[config.mk]
export PLATFORM = sky130hd
export DESIGN_NAME = wb_conv_engine
export DESIGN_NICKNAME = d
export VERILOG_FILES = /design/src/rtl/conv_acc_pkg.sv /design/src/rtl/conv_mac_unit.sv /design/src/rtl/wb_conv_engine.sv
export SDC_FILE = /design/constraint.sdc
export NUM_CORES = 1
export LEC_CHECK = 0
export BUFFER_PORTS_ARGS = -buffer_cell sky130_fd_sc_hd__buf_4
export CAP_MARGIN = 0
export CORE_MARGIN = 1.5
export CORE_UTILIZATION = 55
export DETAILED_ROUTE_END_ITERATION = 12
export PLACE_DENSITY_LB_ADDON = 0.3
export SYNTH_ARGS = -nofsm -noshare
export SYNTH_HDL_FRONTEND = slang
export SYNTH_HIERARCHICAL = 1
export SYNTH_SLANG_ARGS = --single-unit
[constraint.sdc]
create_clock -name wb_clk_i -period 7.4 [get_ports wb_clk_i]
set_input_delay 1.85 -clock wb_clk_i [delete_from_list [all_inputs] [get_ports wb_clk_i]]
set_output_delay 1.85 -clock wb_clk_i [all_outputs]
set_load 0.01 [all_outputs]
[src/rtl/conv_acc_pkg.sv]
// Shared definitions for the Wishbone 1-D convolution engine: register map,
// FSM state encoding, CTRL/STATUS bit positions and accumulator sizing.
package conv_acc_pkg;

  localparam logic [11:0] CTRL_OFF    = 12'h000;
  localparam logic [11:0] STATUS_OFF  = 12'h004;
  localparam logic [11:0] LEN_OFF     = 12'h008;
  localparam logic [11:0] WEIGHT_BASE = 12'h040;
  localparam logic [11:0] INPUT_BASE  = 12'h100;
  localparam logic [11:0] OUTPUT_BASE = 12'h200;

  localparam int CTRL_START_BIT  = 0;
  localparam int CTRL_IRQ_EN_BIT = 1;
  localparam int CTRL_RELU_BIT   = 2;

  localparam int STATUS_BUSY_BIT = 0;
  localparam int STATUS_DONE_BIT = 1;
  localparam int STATUS_ERR_BIT  = 2;

  typedef enum logic [1:0] {
    ST_IDLE  = 2'd0,
    ST_MAC   = 2'd1,
    ST_STORE = 2'd2,
    ST_DONE  = 2'd3
  } conv_state_e;

  // Enough headroom for K full-scale signed products without overflow.
  function automatic int acc_width(input int data_w, input int k);
    return 2 * data_w + $clog2(k);
  endfunction

endpackage

[src/rtl/conv_mac_unit.sv]
// Signed multiply-accumulate with synchronous clear and an output stage that
// applies optional ReLU and sign-extends the accumulator to 32 bits.
module conv_mac_unit #(
  parameter int DATA_W = 8,
  parameter int ACC_W  = 18
) (
  input  logic                     clk,
  input  logic                     rst,
  input  logic                     clr,
  input  logic                     en,
  input  logic                     relu,
  input  logic signed [DATA_W-1:0] a,
  input  logic signed [DATA_W-1:0] b,
  output logic [31:0]              result
);

  logic signed [2*DATA_W-1:0] prod;
  logic signed [ACC_W-1:0]    acc_q;
  logic signed [ACC_W-1:0]    acc_d;

  always_comb begin
    prod  = a * b;
    acc_d = acc_q;
    if (clr) begin
      acc_d = '0;
    end else if (en) begin
      acc_d = acc_q + ACC_W'(prod);
    end
  end

  always_ff @(posedge clk) begin
    if (rst) begin
      acc_q <= '0;
    end else begin
      acc_q <= acc_d;
    end
  end

  always_comb begin
    result = (relu && acc_q[ACC_W-1]) ? 32'd0 : 32'(acc_q);
  end

endmodule

[src/rtl/wb_conv_engine.sv]
// Wishbone-slave 1-D convolution engine: register/buffer decode, weight, input
// and output buffers, and the sequencing FSM that drives conv_mac_unit.
module wb_conv_engine
  import conv_acc_pkg::*;
#(
  parameter int DATA_W = 8,
  parameter int K      = 3,
  parameter int DEPTH  = 16,
  parameter int ACC_W  = acc_width(DATA_W, K)
) (
  input  logic        wb_clk_i,
  input  logic        wb_rst_i,
  input  logic        wbs_stb_i,
  input  logic        wbs_cyc_i,
  input  logic        wbs_we_i,
  input  logic [3:0]  wbs_sel_i,
  input  logic [31:0] wbs_dat_i,
  input  logic [31:0] wbs_adr_i,
  output logic        wbs_ack_o,
  output logic [31:0] wbs_dat_o,
  output logic        irq_o,
  output logic        busy_o,
  output logic        done_o,
  output logic [1:0]  dbg_state_o
);

  localparam int WI_W = $clog2(K);
  localparam int DI_W = $clog2(DEPTH);
  localparam logic [9:0] W_WORD = WEIGHT_BASE[11:2];
  localparam logic [9:0] X_WORD = INPUT_BASE[11:2];
  localparam logic [9:0] O_WORD = OUTPUT_BASE[11:2];

  if (ACC_W > 32 || K < 2 || K > 8 || DEPTH < K || DEPTH > 64) begin : g_param_check
    $error("wb_conv_engine: illegal parameter combination");
  end

  logic                     ack_q, ack_d;
  logic [31:0]              dat_q, dat_d;
  logic                     irq_en_q, irq_en_d;
  logic                     relu_q, relu_d;
  logic                     relu_run_q, relu_run_d;
  logic                     done_q, done_d;
  logic                     err_q, err_d;
  logic [6:0]               len_q, len_d;
  conv_state_e              state_q, state_d;
  logic [DI_W-1:0]          j_q, j_d;
  logic [WI_W-1:0]          t_q, t_d;
  logic signed [DATA_W-1:0] w_q [K];
  logic signed [DATA_W-1:0] w_d [K];
  logic signed [DATA_W-1:0] x_q [DEPTH];
  logic signed [DATA_W-1:0] x_d [DEPTH];
  logic [31:0]              out_q [DEPTH];
  logic [31:0]              out_d [DEPTH];

  logic            req, wr, busy, start_req;
  logic [9:0]      wi;
  logic            w_hit, x_hit, o_hit;
  logic [WI_W-1:0] w_idx;
  logic [DI_W-1:0] d_idx;
  logic [DI_W-1:0] xi;
  logic [6:0]      last_j;
  logic [31:0]     rd_data;
  logic            mac_clr, mac_en;
  logic [31:0]     mac_result;
  logic            unused_bits;

  assign unused_bits = ^{wbs_sel_i, wbs_adr_i, wbs_dat_i};

  // Buffer bases are aligned to their sizes, so low address bits index directly.
  always_comb begin
    wi    = wbs_adr_i[11:2];
    req   = wbs_stb_i & wbs_cyc_i;
    wr    = req & wbs_we_i & ack_q;
    busy  = (state_q == ST_MAC) || (state_q == ST_STORE);
    w_hit = (wi >= W_WORD) && (wi < W_WORD + 10'(K));
    x_hit = (wi >= X_WORD) && (wi < X_WORD + 10'(DEPTH));
    o_hit = (wi >= O_WORD) && (wi < O_WORD + 10'(DEPTH));
    w_idx = wi[WI_W-1:0];
    d_idx = wi[DI_W-1:0];
    xi    = j_q + DI_W'(t_q);
    last_j = len_q - 7'(K);
  end

  always_comb begin
    rd_data = '0;
    if (wi == CTRL_OFF[11:2]) begin
      rd_data[CTRL_IRQ_EN_BIT] = irq_en_q;
      rd_data[CTRL_RELU_BIT]   = relu_q;
    end else if (wi == STATUS_OFF[11:2]) begin
      rd_data[STATUS_BUSY_BIT] = busy;
      rd_data[STATUS_DONE_BIT] = done_q;
      rd_data[STATUS_ERR_BIT]  = err_q;
    end else if (wi == LEN_OFF[11:2]) begin
      rd_data[6:0] = len_q;
    end else if (w_hit) begin
      rd_data = 32'(w_q[w_idx]);
    end else if (x_hit) begin
      rd_data = 32'(x_q[d_idx]);
    end else if (o_hit) begin
      rd_data = out_q[d_idx];
    end
  end

  // Bus writes land on the ack cycle; FSM updates follow so a DONE set beats a W1C.
  always_comb begin
    ack_d      = req & ~ack_q;
    dat_d      = ack_d ? rd_data : dat_q;
    irq_en_d   = irq_en_q;
    relu_d     = relu_q;
    relu_run_d = relu_run_q;
    done_d     = done_q;
    err_d      = err_q;
    len_d      = len_q;
    state_d    = state_q;
    j_d        = j_q;
    t_d        = t_q;
    w_d        = w_q;
    x_d        = x_q;
    out_d      = out_q;
    start_req  = 1'b0;
    mac_clr    = 1'b0;
    mac_en     = 1'b0;

    if (wr) begin
      if (wi == CTRL_OFF[11:2]) begin
        irq_en_d  = wbs_dat_i[CTRL_IRQ_EN_BIT];
        relu_d    = wbs_dat_i[CTRL_RELU_BIT];
        start_req = wbs_dat_i[CTRL_START_BIT];
      end else if (wi == STATUS_OFF[11:2]) begin
        if (wbs_dat_i[STATUS_DONE_BIT]) done_d = 1'b0;
        if (wbs_dat_i[STATUS_ERR_BIT])  err_d  = 1'b0;
      end else if (!busy) begin
        if (wi == LEN_OFF[11:2]) len_d = wbs_dat_i[6:0];
        else if (w_hit)          w_d[w_idx] = wbs_dat_i[DATA_W-1:0];
        else if (x_hit)          x_d[d_idx] = wbs_dat_i[DATA_W-1:0];
      end
    end

    case (state_q)
      ST_IDLE: begin
        if (start_req) begin
          if (len_q < 7'(K) || len_q > 7'(DEPTH)) begin
            err_d  = 1'b1;
            done_d = 1'b1;
          end else begin
            err_d      = 1'b0;
            done_d     = 1'b0;
            relu_run_d = relu_d;
            j_d        = '0;
            t_d        = '0;
            mac_clr    = 1'b1;
            state_d    = ST_MAC;
          end
        end
      end
      ST_MAC: begin
        mac_en = 1'b1;
        if (t_q == WI_W'(K - 1)) state_d = ST_STORE;
        else                     t_d = t_q + 1'b1;
      end
      ST_STORE: begin
        out_d[j_q] = mac_result;
        if (7'(j_q) == last_j) begin
          state_d = ST_DONE;
        end else begin
          j_d     = j_q + 1'b1;
          t_d     = '0;
          mac_clr = 1'b1;
          state_d = ST_MAC;
        end
      end
      ST_DONE: begin
        done_d  = 1'b1;
        state_d = ST_IDLE;
      end
      default: state_d = ST_IDLE;
    endcase
  end

  always_ff @(posedge wb_clk_i) begin
    if (wb_rst_i) begin
      ack_q      <= 1'b0;
      dat_q      <= '0;
      irq_en_q   <= 1'b0;
      relu_q     <= 1'b0;
      relu_run_q <= 1'b0;
      done_q     <= 1'b0;
      err_q      <= 1'b0;
      len_q      <= '0;
      state_q    <= ST_IDLE;
      j_q        <= '0;
      t_q        <= '0;
      for (int i = 0; i < K; i++)     w_q[i]   <= '0;
      for (int i = 0; i < DEPTH; i++) x_q[i]   <= '0;
      for (int i = 0; i < DEPTH; i++) out_q[i] <= '0;
    end else begin
      ack_q      <= ack_d;
      dat_q      <= dat_d;
      irq_en_q   <= irq_en_d;
      relu_q     <= relu_d;
      relu_run_q <= relu_run_d;
      done_q     <= done_d;
      err_q      <= err_d;
      len_q      <= len_d;
      state_q    <= state_d;
      j_q        <= j_d;
      t_q        <= t_d;
      w_q        <= w_d;
      x_q        <= x_d;
      out_q      <= out_d;
    end
  end

  conv_mac_unit #(
    .DATA_W(DATA_W),
    .ACC_W (ACC_W)
  ) u_mac (
    .clk   (wb_clk_i),
    .rst   (wb_rst_i),
    .clr   (mac_clr),
    .en    (mac_en),
    .relu  (relu_run_q),
    .a     (w_q[t_q]),
    .b     (x_q[xi]),
    .result(mac_result)
  );

  assign wbs_ack_o   = ack_q;
  assign wbs_dat_o   = dat_q;
  assign irq_o       = done_q & irq_en_q;
  assign busy_o      = busy;
  assign done_o      = done_q;
  assign dbg_state_o = state_q;

endmodule

==> impl_metrics.env <==
export IMPL_async_flop_share=0
export IMPL_period_needed_ns=6.92
export IMPL_critical_path_class="reg2reg"
export IMPL_core_region_area_sq_um=64700
export IMPL_min_path_type="reg2reg"
export IMPL_syn_nets=4278
export IMPL_seq_area_frac_synth=0.407
export IMPL_arrival_ns=7.44
export IMPL_cts_buffers=78
export IMPL_critPathTopFamily="adder cells"
export IMPL_outcome="finished clean"
export IMPL_synth_top_family_by_area="simple AND/OR/NAND/NOR gates"
export IMPL_cts_resized=0
export IMPL_maxUsedRoutingLayer="met5"
export IMPL_wl_met1_um=41400
export IMPL_synthDistinctLibCells=70
export IMPL_post_route_drc_count=0
export IMPL_r2r_start="j_q[0]"
export IMPL_place_gp_congestion=0.888
export IMPL_rsz0062_at_grt="no"
export IMPL_fin_crit_sh=0.936
export IMPL_path_max_fanout=32
export IMPL_dr_pass1_iters=5
export IMPL_avgRoutedWirePerCell_um=21.7
export IMPL_dr_wl_met3_um=8720
export IMPL_final_setup_tns_ns=0
export IMPL_clockBufferDepth=3
export IMPL_routed_wirelength_um=104000
export IMPL_yosys_area_share_adder=0.0638
export IMPL_synth_main_ff_cell="dfxtp_1"
export IMPL_cts_setup_buffers=0
export IMPL_slew_headroom=0.176
export IMPL_grt_pass1_wl_um=163000
export IMPL_die_h_um=260
export IMPL_synth_simple_gate_area_frac=0.179
export IMPL_path_buf_inv=3
export IMPL_dr_wl_met2_um=49900
export IMPL_postSynthCellCount=4069
export IMPL_synth_xor_area_share=0.00605
export IMPL_slowest_delay_ns=0.63
export IMPL_synth_edf_count=0
export IMPL_grt_max_degree=248
export IMPL_muxShareOfSynthArea=0.177
export IMPL_finalSetupViolCount=0
export IMPL_hpwl_um=60400
export IMPL_synth_compound_area_frac=0.114
export IMPL_cp_start_kind="flip-flop"
export IMPL_ir_drop_mv=0.204
export IMPL_fillers=5406
export IMPL_start_util=0.559
export IMPL_cp_common_cell="fa_1"
export IMPL_track_usage=0.310
export IMPL_drv_cap=0
export IMPL_dieArea_sq_um=67400
export IMPL_setup_slack_ns=0.477
export IMPL_regToRegSetupSlack_ns=0.48
export IMPL_num_rows=93
export IMPL_vias=29400
export IMPL_first_iter_violations=3536
export IMPL_cts_tree="done"
export IMPL_worst_slew_pin_slew_ns=1.24
export IMPL_clk_latency_ns=0.64
export IMPL_p_per_area_nw_per_um2=213
export IMPL_ant_nets=0
export IMPL_htreeDepth=3
export IMPL_crit_chain="ha_2 > fa_1 > buf_12 > mux4_2 > mux4_2 > and2_1 > fa_1 > fa_1 > inv_1 > fa_1 > inv_1 > fa_1 > ha_1 > ha_1 > a21o_1 > a21oi_2 > o21bai_1 > o41a_1 > o221ai_2 > mux2_1"
export IMPL_vias_per_cell=6.11
export IMPL_required_ns=7.92
export IMPL_min_from="out_q[422]"
export IMPL_chipWidth_um=260
export IMPL_dp_slack_ns=0.566
export IMPL_clock_skew_ns=0.0270
export IMPL_root_buffer="clkbuf_16"
export IMPL_fmax_ghz=0.144
export IMPL_yosysWarnings=6
export IMPL_antenna_found_initial=2
export IMPL_dp_cells=4660
export IMPL_final_nets=4094
export IMPL_fin_cells=4803
export IMPL_report_final_slew_viol_count=0
export IMPL_ctsHoldBuffers=0
export IMPL_holdPathEnd="out_q[422]"
export IMPL_portBuffers=60
export IMPL_reg2reg_to="u_mac/acc_q[16]"
export IMPL_synth_area_per_cell_sq_um=8.89
export IMPL_path_clk_slew_ns=0.06
export IMPL_globalRouteOverflowTotal=0
export IMPL_area_growth_synth_to_final_pct=9.33
export IMPL_first_global_vias=28800
export IMPL_end_kind="flip-flop"
export IMPL_ios=111
export IMPL_slowest_stage="mux4_2"
export IMPL_synth_seq_cells=735
export IMPL_p_leak_uw=0.0141
export IMPL_drive_above_1_share=0.137
export IMPL_cts_sinks=735
export IMPL_hold_viol=0
export IMPL_min_path_cells=2
export IMPL_syn_area_sq_um=36200
export IMPL_reg2reg_depth=20
## stage by stage
stage,total power [uW],hold WS (ns),utilization,area [sq um]
floorplan,4350,0.433,-,36200
global placement,4460,0.439,0.570,36900
detailed placement,4450,0.444,0.570,36900
CTS,8460,0.452,0.612,39600
global route,8640,0.466,0.612,39600
finish,8430,0.451,0.612,39600
## worst max-delay path by stage
| stage | from | slack, ns | endpoint | cells after the start |
|---|---|---|---|---|
| 6_report | j_q[0] | 0.48 | u_mac/acc_q[16] | 20 |
| 5_1_grt | j_q[0] | 0.20 | u_mac/acc_q[16] | 20 |
| 4_1_cts | j_q[0] | 0.51 | u_mac/acc_q[16] | 20 |
| 3_5_place_dp | j_q[0] | 0.57 | u_mac/acc_q[16] | 20 |
| 3_3_place_gp | j_q[0] | 0.55 | u_mac/acc_q[16] | 20 |
| 2_1_floorplan | j_q[0] | 0.49 | u_mac/acc_q[16] | 19 |
## cell usage after synthesis, drive strengths merged, types with 4 or more instances
cell type | n | area [sq um]
nor4 | 6 | 80.1
nor2 | 136 | 510
nand3 | 113 | 586
nor3 | 16 | 80.1
and2 | 44 | 275
nor2b | 10 | 62.6
o21ai | 21 | 105
mux2i | 112 | 1120
clkbuf | 303 | 1140
a211oi | 8 | 70.1
a21boi | 5 | 37.5
o211ai | 8 | 60.1
buf | 81 | 428
xnor2 | 22 | 193
or2 | 5 | 31.3
fa | 81 | 1620
a32oi | 25 | 219
and3 | 4 | 25.0
o221ai | 4 | 41.3
nand2b | 7 | 43.8
a31oi | 4 | 25.0
o22ai | 10 | 62.6
mux4 | 231 | 5200
inv | 98 | 368
a21oi | 632 | 3170
ha | 55 | 688
mux2 | 6 | 67.6
a311oi | 4 | 35.0
or3 | 4 | 25.0
nand4 | 10 | 62.6
a221oi | 4 | 35.0
o21bai | 6 | 45.0
a21o | 5 | 37.5
nand2 | 1220 | 4580
dfxtp | 735 | 14700
## where the power goes
part	switching (uW)	total, uW	internal (uW)
combinational	281	396	115
sequential	10.8	3970	3960
clock	1690	4060	2370
total	1980	8430	6450
## placed cells by master, fill, tap and decap left out, types with 5 or more instances in the layout
cell type,n
nor2_1,122
fa_1,81
nand3_2,16
nand4_1,10
clkbuf_16,78
xnor2_1,22
buf_12,5
bufinv_16,6
nand3_1,97
o211ai_1,8
o22ai_1,10
clkbuf_8,19
nor3_1,12
a211oi_1,6
a21oi_1,631
mux4_2,231
a32oi_1,25
nor2b_1,7
o21ai_0,21
and2_1,44
nand2b_1,7
ha_1,54
clkbuf_1,17
buf_4,112
o21bai_1,6
a21o_1,5
nand2_1,1220
inv_1,98
clkinv_2,13
dfxtp_1,735
mux2i_1,112
nor2_4,12
## area by class of cell
cell class / instances / area (sq um) / share of cell area
antenna: 1 / 2.50 / 0.0000632
clock buffer: 114 / 2280 / 0.0575
clock inverter: 28 / 404 / 0.0102
inverter: 99 / 372 / 0.00939
multi-input combinational: 2851 / 19700 / 0.499
sequential: 735 / 14700 / 0.372
tap: 855 / 1070 / 0.0270
timing repair buffer: 120 / 986 / 0.0249
## sequential cells by signal, summed over array words and instances (netlist names)
name and flops:
done_o 1, err_q 1, x_q 128, relu_q 1
j_q 4, w_q 24, t_q 2, out_q 512
wbs_dat_o 32, u_mac/acc_q 18, wbs_ack_o 1, irq_en_q 1
relu_run_q 1, dbg_state_o 2, len_q 7
## tightest hold or removal path: cells and delay by family, from the launching register on
family           cells  cell delay (ns)
AO/OA/AOI/OAI        1             0.05
flip-flops           1             0.30
AND/OR/NAND/NOR      1             0.05
## cell families (layout without fill, tap and decap cells)
group	Yosys count	after routing
fa+ha+maj	136	136
mux	349	349
xor+xnor	25	25
other cells	0	1
flops	735	735
buf+inv	483	361
simple gates	1589	1589
compound gates	752	752
## metal layers
| layer | vias to the layer above | global-route usage |
|---|---|---|
| li1 | 13500 | - |
| met1 | 14400 | 0.408 |
| met2 | 1284 | 0.506 |
| met3 | 270 | 0.0501 |
| met4 | 2 | 0.134 |
| met5 | - | 0 |
Power figures use the tool's default switching activity.
